[config.mk]
export PLATFORM = sky130hd
export DESIGN_NAME = lsu_mem_port
export DESIGN_NICKNAME = d
export VERILOG_FILES = /design/src/rtl/lsu_mem_port_pkg.sv /design/src/rtl/lsu_align.sv /design/src/rtl/lsu_mem_port.sv
export SDC_FILE = /design/constraint.sdc
export NUM_CORES = 1
export LEC_CHECK = 0
export ABC_CLOCK_PERIOD_IN_PS = 4000
export CORE_MARGIN = 1.5
export CORE_UTILIZATION = 45
export CTS_CLUSTER_DIAMETER = 100
export DETAILED_ROUTE_END_ITERATION = 10
export GPL_TIMING_DRIVEN = 0
export MAX_ROUTING_LAYER = met4
export PLACE_DENSITY = 0.94
export SLEW_MARGIN = 20
export SYNTH_ARGS = -nofsm -noshare
export SYNTH_HDL_FRONTEND = slang
export SYNTH_SLANG_ARGS = --single-unit
export TNS_END_PERCENT = 50
[constraint.sdc]
create_clock -name clk -period 4 [get_ports clk]
set_clock_uncertainty 0.15 [all_clocks]
set_input_delay 0.4 -clock clk [delete_from_list [all_inputs] [get_ports clk]]
set_output_delay 0.4 -clock clk [all_outputs]
set_load 0.005 [all_outputs]
[src/rtl/lsu_mem_port_pkg.sv]
// Shared encodings for the LSU memory port: store size codes, load funct3 codes, FSM states.
package lsu_mem_port_pkg;

    typedef enum logic [1:0] {
        WRITE_IDLE = 2'b00,
        WRITE_BYTE = 2'b01,
        WRITE_HALF = 2'b10,
        WRITE_WORD = 2'b11
    } wsize_e;

    localparam logic [2:0] F3_LB  = 3'b000;
    localparam logic [2:0] F3_LH  = 3'b001;
    localparam logic [2:0] F3_LW  = 3'b010;
    localparam logic [2:0] F3_LBU = 3'b100;
    localparam logic [2:0] F3_LHU = 3'b101;

    typedef enum logic [1:0] {
        S_IDLE   = 2'b00,
        S_REQ    = 2'b01,
        S_WAIT_R = 2'b10,
        S_DONE   = 2'b11
    } lsu_state_e;

endpackage

[src/rtl/lsu_align.sv]
// Combinational lane logic: store strobes and replication, load extraction/extension,
// and legality flags for the access described by addr/size/funct3.
module lsu_align
    import lsu_mem_port_pkg::*;
#(
    parameter int XLEN = 32
) (
    input  logic [1:0]      addr_lo_i,
    input  logic            is_store_i,
    input  logic [1:0]      wsize_i,
    input  logic [2:0]      funct3_i,
    input  logic [XLEN-1:0] wdata_i,
    input  logic [XLEN-1:0] mem_rdata_i,
    output logic [3:0]      wstrb_o,
    output logic [XLEN-1:0] wdata_o,
    output logic [XLEN-1:0] rdata_o,
    output logic            misalign_o,
    output logic            bad_f3_o
);

    logic [7:0]  rbyte;
    logic [15:0] rhalf;

    always_comb begin
        wstrb_o    = 4'b0000;
        wdata_o    = wdata_i;
        misalign_o = 1'b0;
        bad_f3_o   = 1'b0;
        if (is_store_i) begin
            case (wsize_i)
                WRITE_BYTE: begin
                    wstrb_o = 4'b0001 << addr_lo_i;
                    wdata_o = {4{wdata_i[7:0]}};
                end
                WRITE_HALF: begin
                    wstrb_o    = 4'b0011 << {addr_lo_i[1], 1'b0};
                    wdata_o    = {2{wdata_i[15:0]}};
                    misalign_o = addr_lo_i[0];
                end
                WRITE_WORD: begin
                    wstrb_o    = 4'b1111;
                    misalign_o = |addr_lo_i;
                end
                default: ;
            endcase
        end else begin
            case (funct3_i)
                F3_LB, F3_LBU: ;
                F3_LH, F3_LHU: misalign_o = addr_lo_i[0];
                F3_LW:         misalign_o = |addr_lo_i;
                default:       bad_f3_o   = 1'b1;
            endcase
        end
    end

    // Byte/half selected by shifting the word down to lane 0.
    always_comb begin
        rbyte = 8'(mem_rdata_i >> {addr_lo_i, 3'b000});
        rhalf = 16'(mem_rdata_i >> {addr_lo_i[1], 4'b0000});
        case (funct3_i)
            F3_LB:   rdata_o = {{(XLEN-8){rbyte[7]}}, rbyte};
            F3_LBU:  rdata_o = {{(XLEN-8){1'b0}}, rbyte};
            F3_LH:   rdata_o = {{(XLEN-16){rhalf[15]}}, rhalf};
            F3_LHU:  rdata_o = {{(XLEN-16){1'b0}}, rhalf};
            default: rdata_o = mem_rdata_i;
        endcase
    end

endmodule

[src/rtl/lsu_mem_port.sv]
// Data-memory port for the single-cycle core: one registered bus transaction per
// load/store, core stalled until done, aborted with err on illegal access or timeout.
module lsu_mem_port
    import lsu_mem_port_pkg::*;
#(
    parameter int XLEN    = 32,
    parameter int TIMEOUT = 255
) (
    input  logic            clk,
    input  logic            rst,
    input  logic            MemRead,
    input  logic [1:0]      MemWrite,
    input  logic [2:0]      funct3,
    input  logic [XLEN-1:0] addr,
    input  logic [XLEN-1:0] wdata,
    output logic            stall,
    output logic [XLEN-1:0] rdata,
    output logic            done,
    output logic            err,
    output logic            mem_req,
    output logic            mem_we,
    output logic [XLEN-1:0] mem_addr,
    output logic [3:0]      mem_wstrb,
    output logic [XLEN-1:0] mem_wdata,
    input  logic            mem_gnt,
    input  logic            mem_rvalid,
    input  logic [XLEN-1:0] mem_rdata
);

    localparam int                CNT_W    = (TIMEOUT > 1) ? $clog2(TIMEOUT) : 1;
    localparam bit                TMO_EN   = (TIMEOUT != 0);
    localparam logic [CNT_W-1:0] CNT_LAST = CNT_W'((TIMEOUT > 0) ? TIMEOUT - 1 : 0);

    lsu_state_e       state_q, state_d;
    logic             we_q, we_d;
    logic [XLEN-1:0]  addr_q, addr_d;
    logic [3:0]       wstrb_q, wstrb_d;
    logic [XLEN-1:0]  wdata_q, wdata_d;
    logic [XLEN-1:0]  rdata_q, rdata_d;
    logic [CNT_W-1:0] cnt_q, cnt_d;

    logic            is_store, cmd, illegal, accept, busy, tmo, capture;
    logic [3:0]      al_wstrb;
    logic [XLEN-1:0] al_wdata, al_rdata;
    logic            al_misalign, al_bad_f3;

    // A store code overrides MemRead when both are asserted.
    assign is_store = (MemWrite != WRITE_IDLE);
    assign cmd      = MemRead | is_store;
    assign illegal  = al_misalign | al_bad_f3;
    assign accept   = (state_q == S_IDLE) && cmd && !illegal;
    assign busy     = (state_q == S_REQ) || (state_q == S_WAIT_R);

    // Timeout is decided from the counter alone so mem_req never depends on mem_gnt.
    assign tmo      = TMO_EN && busy && (cnt_q == CNT_LAST);
    assign capture  = !tmo && (((state_q == S_REQ) && mem_gnt && !we_q && mem_rvalid) ||
                               ((state_q == S_WAIT_R) && mem_rvalid));

    lsu_align #(.XLEN(XLEN)) u_align (
        .addr_lo_i   (addr[1:0]),
        .is_store_i  (is_store),
        .wsize_i     (MemWrite),
        .funct3_i    (funct3),
        .wdata_i     (wdata),
        .mem_rdata_i (mem_rdata),
        .wstrb_o     (al_wstrb),
        .wdata_o     (al_wdata),
        .rdata_o     (al_rdata),
        .misalign_o  (al_misalign),
        .bad_f3_o    (al_bad_f3)
    );

    always_ff @(posedge clk) begin
        if (rst) state_q <= S_IDLE;
        else     state_q <= state_d;
    end

    always_comb begin
        state_d = state_q;
        case (state_q)
            S_IDLE: if (accept) state_d = S_REQ;
            S_REQ: begin
                if (tmo)          state_d = S_IDLE;
                else if (mem_gnt) state_d = (we_q || mem_rvalid) ? S_DONE : S_WAIT_R;
            end
            S_WAIT_R: begin
                if (tmo)             state_d = S_IDLE;
                else if (mem_rvalid) state_d = S_DONE;
            end
            S_DONE:  state_d = S_IDLE;
            default: state_d = S_IDLE;
        endcase
    end

    always_comb begin
        stall   = 1'b0;
        done    = 1'b0;
        err     = 1'b0;
        mem_req = 1'b0;
        case (state_q)
            S_IDLE: begin
                stall = cmd & ~illegal;
                err   = cmd & illegal;
            end
            S_REQ: begin
                mem_req = ~tmo;
                stall   = ~tmo;
                err     = tmo;
            end
            S_WAIT_R: begin
                stall = ~tmo;
                err   = tmo;
            end
            S_DONE:  done = 1'b1;
            default: ;
        endcase
    end

    // Bus fields are loaded once at acceptance and held for the whole transaction.
    always_comb begin
        we_d    = we_q;
        addr_d  = addr_q;
        wstrb_d = wstrb_q;
        wdata_d = wdata_q;
        rdata_d = rdata_q;
        if (accept) begin
            we_d    = is_store;
            addr_d  = {addr[XLEN-1:2], 2'b00};
            wstrb_d = al_wstrb;
            wdata_d = al_wdata;
        end
        if (capture) rdata_d = al_rdata;
        cnt_d = '0;
        if (busy && ((state_d == S_REQ) || (state_d == S_WAIT_R))) cnt_d = cnt_q + 1'b1;
    end

    always_ff @(posedge clk) begin
        if (rst) begin
            we_q    <= 1'b0;
            addr_q  <= '0;
            wstrb_q <= '0;
            wdata_q <= '0;
            rdata_q <= '0;
            cnt_q   <= '0;
        end else begin
            we_q    <= we_d;
            addr_q  <= addr_d;
            wstrb_q <= wstrb_d;
            wdata_q <= wdata_d;
            rdata_q <= rdata_d;
            cnt_q   <= cnt_d;
        end
    end

    assign mem_we    = we_q;
    assign mem_addr  = addr_q;
    assign mem_wstrb = wstrb_q;
    assign mem_wdata = wdata_q;
    assign rdata     = rdata_q;

endmodule

== After elaboration in Yosys (flattened, before gate mapping) ==
Cells that the tools add are included.
W data, S select, Z words.

* Memories kept: 0
* Memory bits (writable): 0
* Logic and storage cells: 77
* Memory bits (read-only): 0
* Bits in latches: 0
* Bits in registers: 109

* Eq/ne operators: 13
* Add/subtract/negate cells: 1
* Mux-type cells: 21
* Magnitude comparators: 0
* Multiply operators: 0
* Bitwise logic cells: 7
* Reduce and logical (&&, ||, !) cells: 24
* Shifts and indexed selects: 4
* Div/mod/pow operators: 0

{| class="wikitable"
|+ Operators with widths
! operator !! number
|-
| $pmux W32 S4 || 1
|-
| $pmux W32 S2 || 1
|-
| $mux W32 || 1
|-
| $shr A32 B5 Y16 || 1
|-
| $shr A32 B5 Y8 || 1
|-
| $pmux W4 S3 || 1
|-
| $eq A2 B2 Y1 const B || 5
|-
| $mux W2 || 5
|-
| $logic_and A1 B1 Y1 || 9
|-
| $add A8 B1 Y8 const B || 1
|-
| $eq A8 B8 Y1 const B || 1
|-
| $pmux W1 S2 || 4
|-
| $pmux W2 S4 || 1
|-
| $reduce_or A2 Y1 || 4
|-
| $eq A2 B1 Y1 const B || 3
|-
| $eq A3 B3 Y1 const B || 2
|-
| $mux W1 || 6
|-
| $reduce_or A5 Y1 || 1
|-
| $logic_or A1 B1 Y1 || 4
|-
| $mux W4 || 1
|-
| $shl A1 B2 Y4 const A || 1
|-
| $shl A2 B2 Y4 const A || 1
|-
| $eq A3 B1 Y1 const B || 1
|-
| $eq A3 B2 Y1 const B || 1
|-
| other kinds (7) || 13
|}

== Logic depth before layout (Yosys ltp) ==
* Depth after elaboration: 14
* Depth in mapped cells: 10
* Mapped depth without buffers: 7

== Cells and area by module ==
A second synthesis with hierarchy kept.

* Cell total of the unflattened synthesis: 719
* Area total of the unflattened synthesis: 5454.0 um^2

{| class="wikitable"
|+ Modules (own cells, without submodules)
! module !! cells each !! times used !! seq. area each (um^2) !! area each (um^2)
|-
| lsu_mem_port || 511 || 1 || 2182.1 || 4082.7
|-
| lsu_align || 208 || 1 || 0.0 || 1371.3
|}

== Least setup slack after synthesis ==
Ideal clock, no wire load.

* Path kind: input-to-output
* From: in MemWrite[0]
* To: out stall
* Path slack: 1556 ps
* Data arrival time: 1894 ps
* Stages on the path: 9
* Data required time: 3450 ps
* Cells stage by stage: inv_1 -> ha_1 -> mux2_4 -> a221oi_4 -> o21ba_2 -> buf_2 -> buf_2 -> nor2_1 -> nor2_1

* Word-level cells in the longest chain between the ends: 7
* Elaborated cells between the ends (all ways): 11
* Those cells by class: eq/ne (2); mux (4); bitwise (4); reduce/logical (1)

{| class="wikitable"
|+ Ends and longest elaborated chain
! what !! line !! source
|-
| from (decl) || lsu_mem_port.sv:12 || <nowiki>input logic [1:0] MemWrite,</nowiki>
|-
| $eq A2 B2 Y1 || lsu_align.sv:30 || <nowiki>case (wsize_i)</nowiki>
|-
| $pmux W1 S2 || lsu_align.sv:30 ||
|-
| $mux W1 || lsu_align.sv:29 || <nowiki>if (is_store_i) begin</nowiki>
|-
| $or A1 B1 Y1 || lsu_mem_port.sv:50 || <nowiki>assign illegal = al_misalign | al_bad_f3;</nowiki>
|-
| $not A1 Y1 || lsu_mem_port.sv:102 || <nowiki>stall = cmd & ~illegal;</nowiki>
|-
| $and A1 B1 Y1 (*) || lsu_mem_port.sv:102 ||
|-
| $pmux W1 S2 (*) || lsu_mem_port.sv:100 || <nowiki>case (state_q)</nowiki>
|-
| to (decl) || lsu_mem_port.sv:16 || <nowiki>output logic stall,</nowiki>
|}

Mark *: on every way between the ends. The rest lies on a longest branch, timed or not.

== Final worst setup path ==
Same ends and word-level chain as after synthesis.

==> results.md <==
- Via/cell ratio: between 5 and 6
- Final #Nets: approximately 940
- Die ar.: 11,600 sq um
- Internal power: ~2.0 mW
- Worst hold slack: between 300 and 400 ps
- Final Max Slew Viols: 0
- Number of global-route vias before repair: approximately 5,000
- Netlist cell types: 52
- Synth Instances: about 600
- Starting DRT DRC Count: ~320
- Htree depth: 3
- Hold WC Path Type: flop to flop
- CP endpoint kind: output pin
- Initial Util: 45.9%
- CP startpoint kind: primary input
- Ports: ~210
- Switching pwr: between 1 and 1.5 mW
- Clk root buf: clkbuf_8
- Routed WL: ~16,000 um
- Comb pwr share: 35.1%
- Switching Share: about 34%
- Syn Area/Cell: 8.24 sq um
- FF+latch count, synth: roughly 110
- DR vias: about 5,300
- Row cnt: 38
- First-pass GRT wire length: 23,600 um
- CTS Hold Bufs: 0
- Die height: ~110 um
- Status: completed
- CTS tree: built
- Crit Path Max Fanout: 10
- Largest net degree at the start of global routing: 23
- Clock power frac: between 20% and 30%
- Crit path kind: primary input to output pin
- Top_reg_cell synth: dfxtp_1
- Worst-Margin Slew: around 660 ps
- Reg power frac: roughly 43%
- RSZ-0062 raised after global routing: no
- Sink Count: 109
- Max-cap check violation count: 0
- Share of post-route cells with drive strength above 1: 5.70%
- Initial antenna violation count: 0
- Synth Cell Area: between 4000 and 5000 sq um
- Layout area overhead: 49.5%
- DRC violations left: 0
- Peak VDD IR: 233 uV
- CP required: about 3500 ps
- Fmax: 272 MHz
- Final setup violation count: 0
- Endpoints failing hold: 0
- DRT Pass-1 Iters: 5
- Tot GR Track Use: a little over a quarter
- Gr ovfl total: 0
- Routed Antenna Nets: 0
- Per-cell routed wire length: roughly 16 um
- Post-CTS Setup Bufs: 0
- Max Root-Sink Buffers: 2
- Ys Warns: 0
- Post-synth EDFFs: 0
- Core area: roughly 11,000 sq um
- Skew-Pair Late Insertion Delay: roughly 370 ps
- Worst-path clk slew: approximately 110 ps
- Sequential area share after synthesis: between 40 and 50%
- Pwr per Cell Area: 417 nW/um^2
- Ant. Diodes: 0
- Final HPWL DP: between 10,000 and 15,000 um
- Worst EP arrival: roughly 3100 ps
- Area of the multi-input gates: approximately 2500 sq um
- Tcrit/Tclk final: roughly nine tenths
- Fill count: ~850
- Die W: around 110 um
- Gates resized, CTS repair: 0
- Ys async rst share: 0%
- Port bufs: approximately 210
- Leakage: between 2 and 3 nW
- Reg area: approximately 2200 sq um
- Minimum clock period: 3680 ps
- CTS buffer count: 9
- Setup Total Neg Slack: 0 ps
- Max_slew headroom: between 50 and 60%
- RePlAce Congestion: roughly 0.95
registers in the layout, summed over array words and instances, names as in the netlist:
signal     cells
mem_wdata     32
rdata         32
mem_addr      30
cnt_q          8
mem_wstrb      4
state_q        2
mem_we         1
power by group through the flow:
| stage | combinational (mW) | clock [mW] | sequential (mW) |
|---|---|---|---|
| detailed placement | 1.07 | 0 | 1.34 |
| global route | 1.19 | 0.741 | 1.33 |
| floorplan | 0.506 | 0 | 1.34 |
| global placement | 1.05 | 0 | 1.33 |
| CTS | 1.08 | 0.702 | 1.31 |
| finish | 1.08 | 0.689 | 1.31 |
cells in the mapped netlist, types with 2 or more instances:
library cell    n  area [sq um]
or3_1           3          18.8
nand3b_1        2          15.0
o221ai_1        6          52.6
clkbuf_1       30           113
a221oi_1        8          70.1
nor2b_1         3          18.8
o22ai_1         2          12.5
buf_2          17          85.1
nand2b_1        2          12.5
dfxtp_1       109          2180
o211a_1         2          20.0
nor2_1         52           195
and3_1          2          12.5
xor2_1          3          26.3
mux2i_1        13           130
xnor2_1         3          26.3
nand2_1       109           409
inv_1          11          41.3
o21ai_0         6          30.0
a211oi_1       23           173
buf_4           2          15.0
mux4_2          2          45.0
o211ai_1       21           158
ha_1           10           125
a21oi_1        89           445
buf_6           2          22.5
a221o_1         9          90.1
and2_1          4          25.0
nand3_1         4          20.0
nor3_1         30           150
area by class of cell:
| class | instances | area share (%) |
|---|---|---|
| timing repair buffer | 206 | 27.8 |
| buffer | 52 | 3.23 |
| tap | 140 | 2.37 |
| multi-input combinational | 429 | 33.6 |
| clock inverter | 7 | 1.17 |
| sequential | 109 | 29.5 |
| inverter | 12 | 0.608 |
| clock buffer | 9 | 1.67 |
through the flow:
stage                     cell area, sq um  utilization [%]  total power [mW]  setup WS (ps)  cells
final                                 7400             68.6              3.09            324    964
after global routing                  7400             68.6              3.26            151    964
after CTS                             7400             68.6              3.09            325    964
after detailed placement              7190             66.7              2.41            349    948
after global placement                7190             66.7              2.39            359    948
after floorplan                       4960                -              1.85           1560    602
cells by family (layout without fill, tap and decap cells):
family,count (synthesis),in the layout,share of synthesized area [%]
adder cells (fa/ha/maj),10,10,2.53
AO/OA/AOI/OAI,181,181,24.4
buffers and inverters,64,286,5.73
other,1,2,0.0757
flip-flops,109,109,44.1
AND/OR/NAND/NOR,213,213,18.1
multiplexers,17,17,4.07
XOR/XNOR,6,6,1.06
routing by layer:
| metal | vias up | part of all wire (%) | track usage, % |
|---|---|---|---|
| met5 | - | 0 | - |
| met4 | 0 | 3.4 | 12.5 |
| li1 | 2559 | - | - |
| met2 | 260 | 49 | 42.4 |
| met1 | 2420 | 41 | 32.7 |
| met3 | 53 | 6.6 | 4.24 |
worst max-delay path, stage by stage:
cell             delay [ps]
clkdlybuf4s50_1         510
inv_1                    80
ha_1                    290
mux2_4                  340
a221oi_4                260
o21ba_2                 160
buf_2                   160
buf_2                   240
nor2_1                   90
nor2_1                   90
clkdlybuf4s50_1         520
final timing paths:
kind	slack [ps]	end	start	cells past startpoint
max	320	stall	MemWrite[0]	11
min	310	rdata[3]	rdata[3]	2
max reg2reg	1600	cnt_q[6]	state_q[0]	8
min reg2reg	310	rdata[3]	rdata[3]	2
cells in the final DEF (no fill, tap or decap), types with 3 or more instances in the layout:
cell             Yosys  routed
a211oi_1            23      23
a21oi_1             89      89
a221o_1              9       9
a221oi_1             8       8
and2_1               4       4
buf_2               17      17
clkbuf_1            30      30
clkbuf_8             0       9
clkdlybuf4s50_1      0     206
clkinv_8             0       3
dfxtp_1            109     109
ha_1                10      10
inv_1               11      11
mux2i_1             13      13
nand2_1            109     109
nand3_1              4       4
nor2_1              52      52
nor2b_1              3       3
nor3_1              30      30
o211ai_1            21      21
o21ai_0              6       6
o221ai_1             6       6
or3_1                3       3
xnor2_1              3       3
xor2_1               3       3
Power figures use the tool's default switching activity.
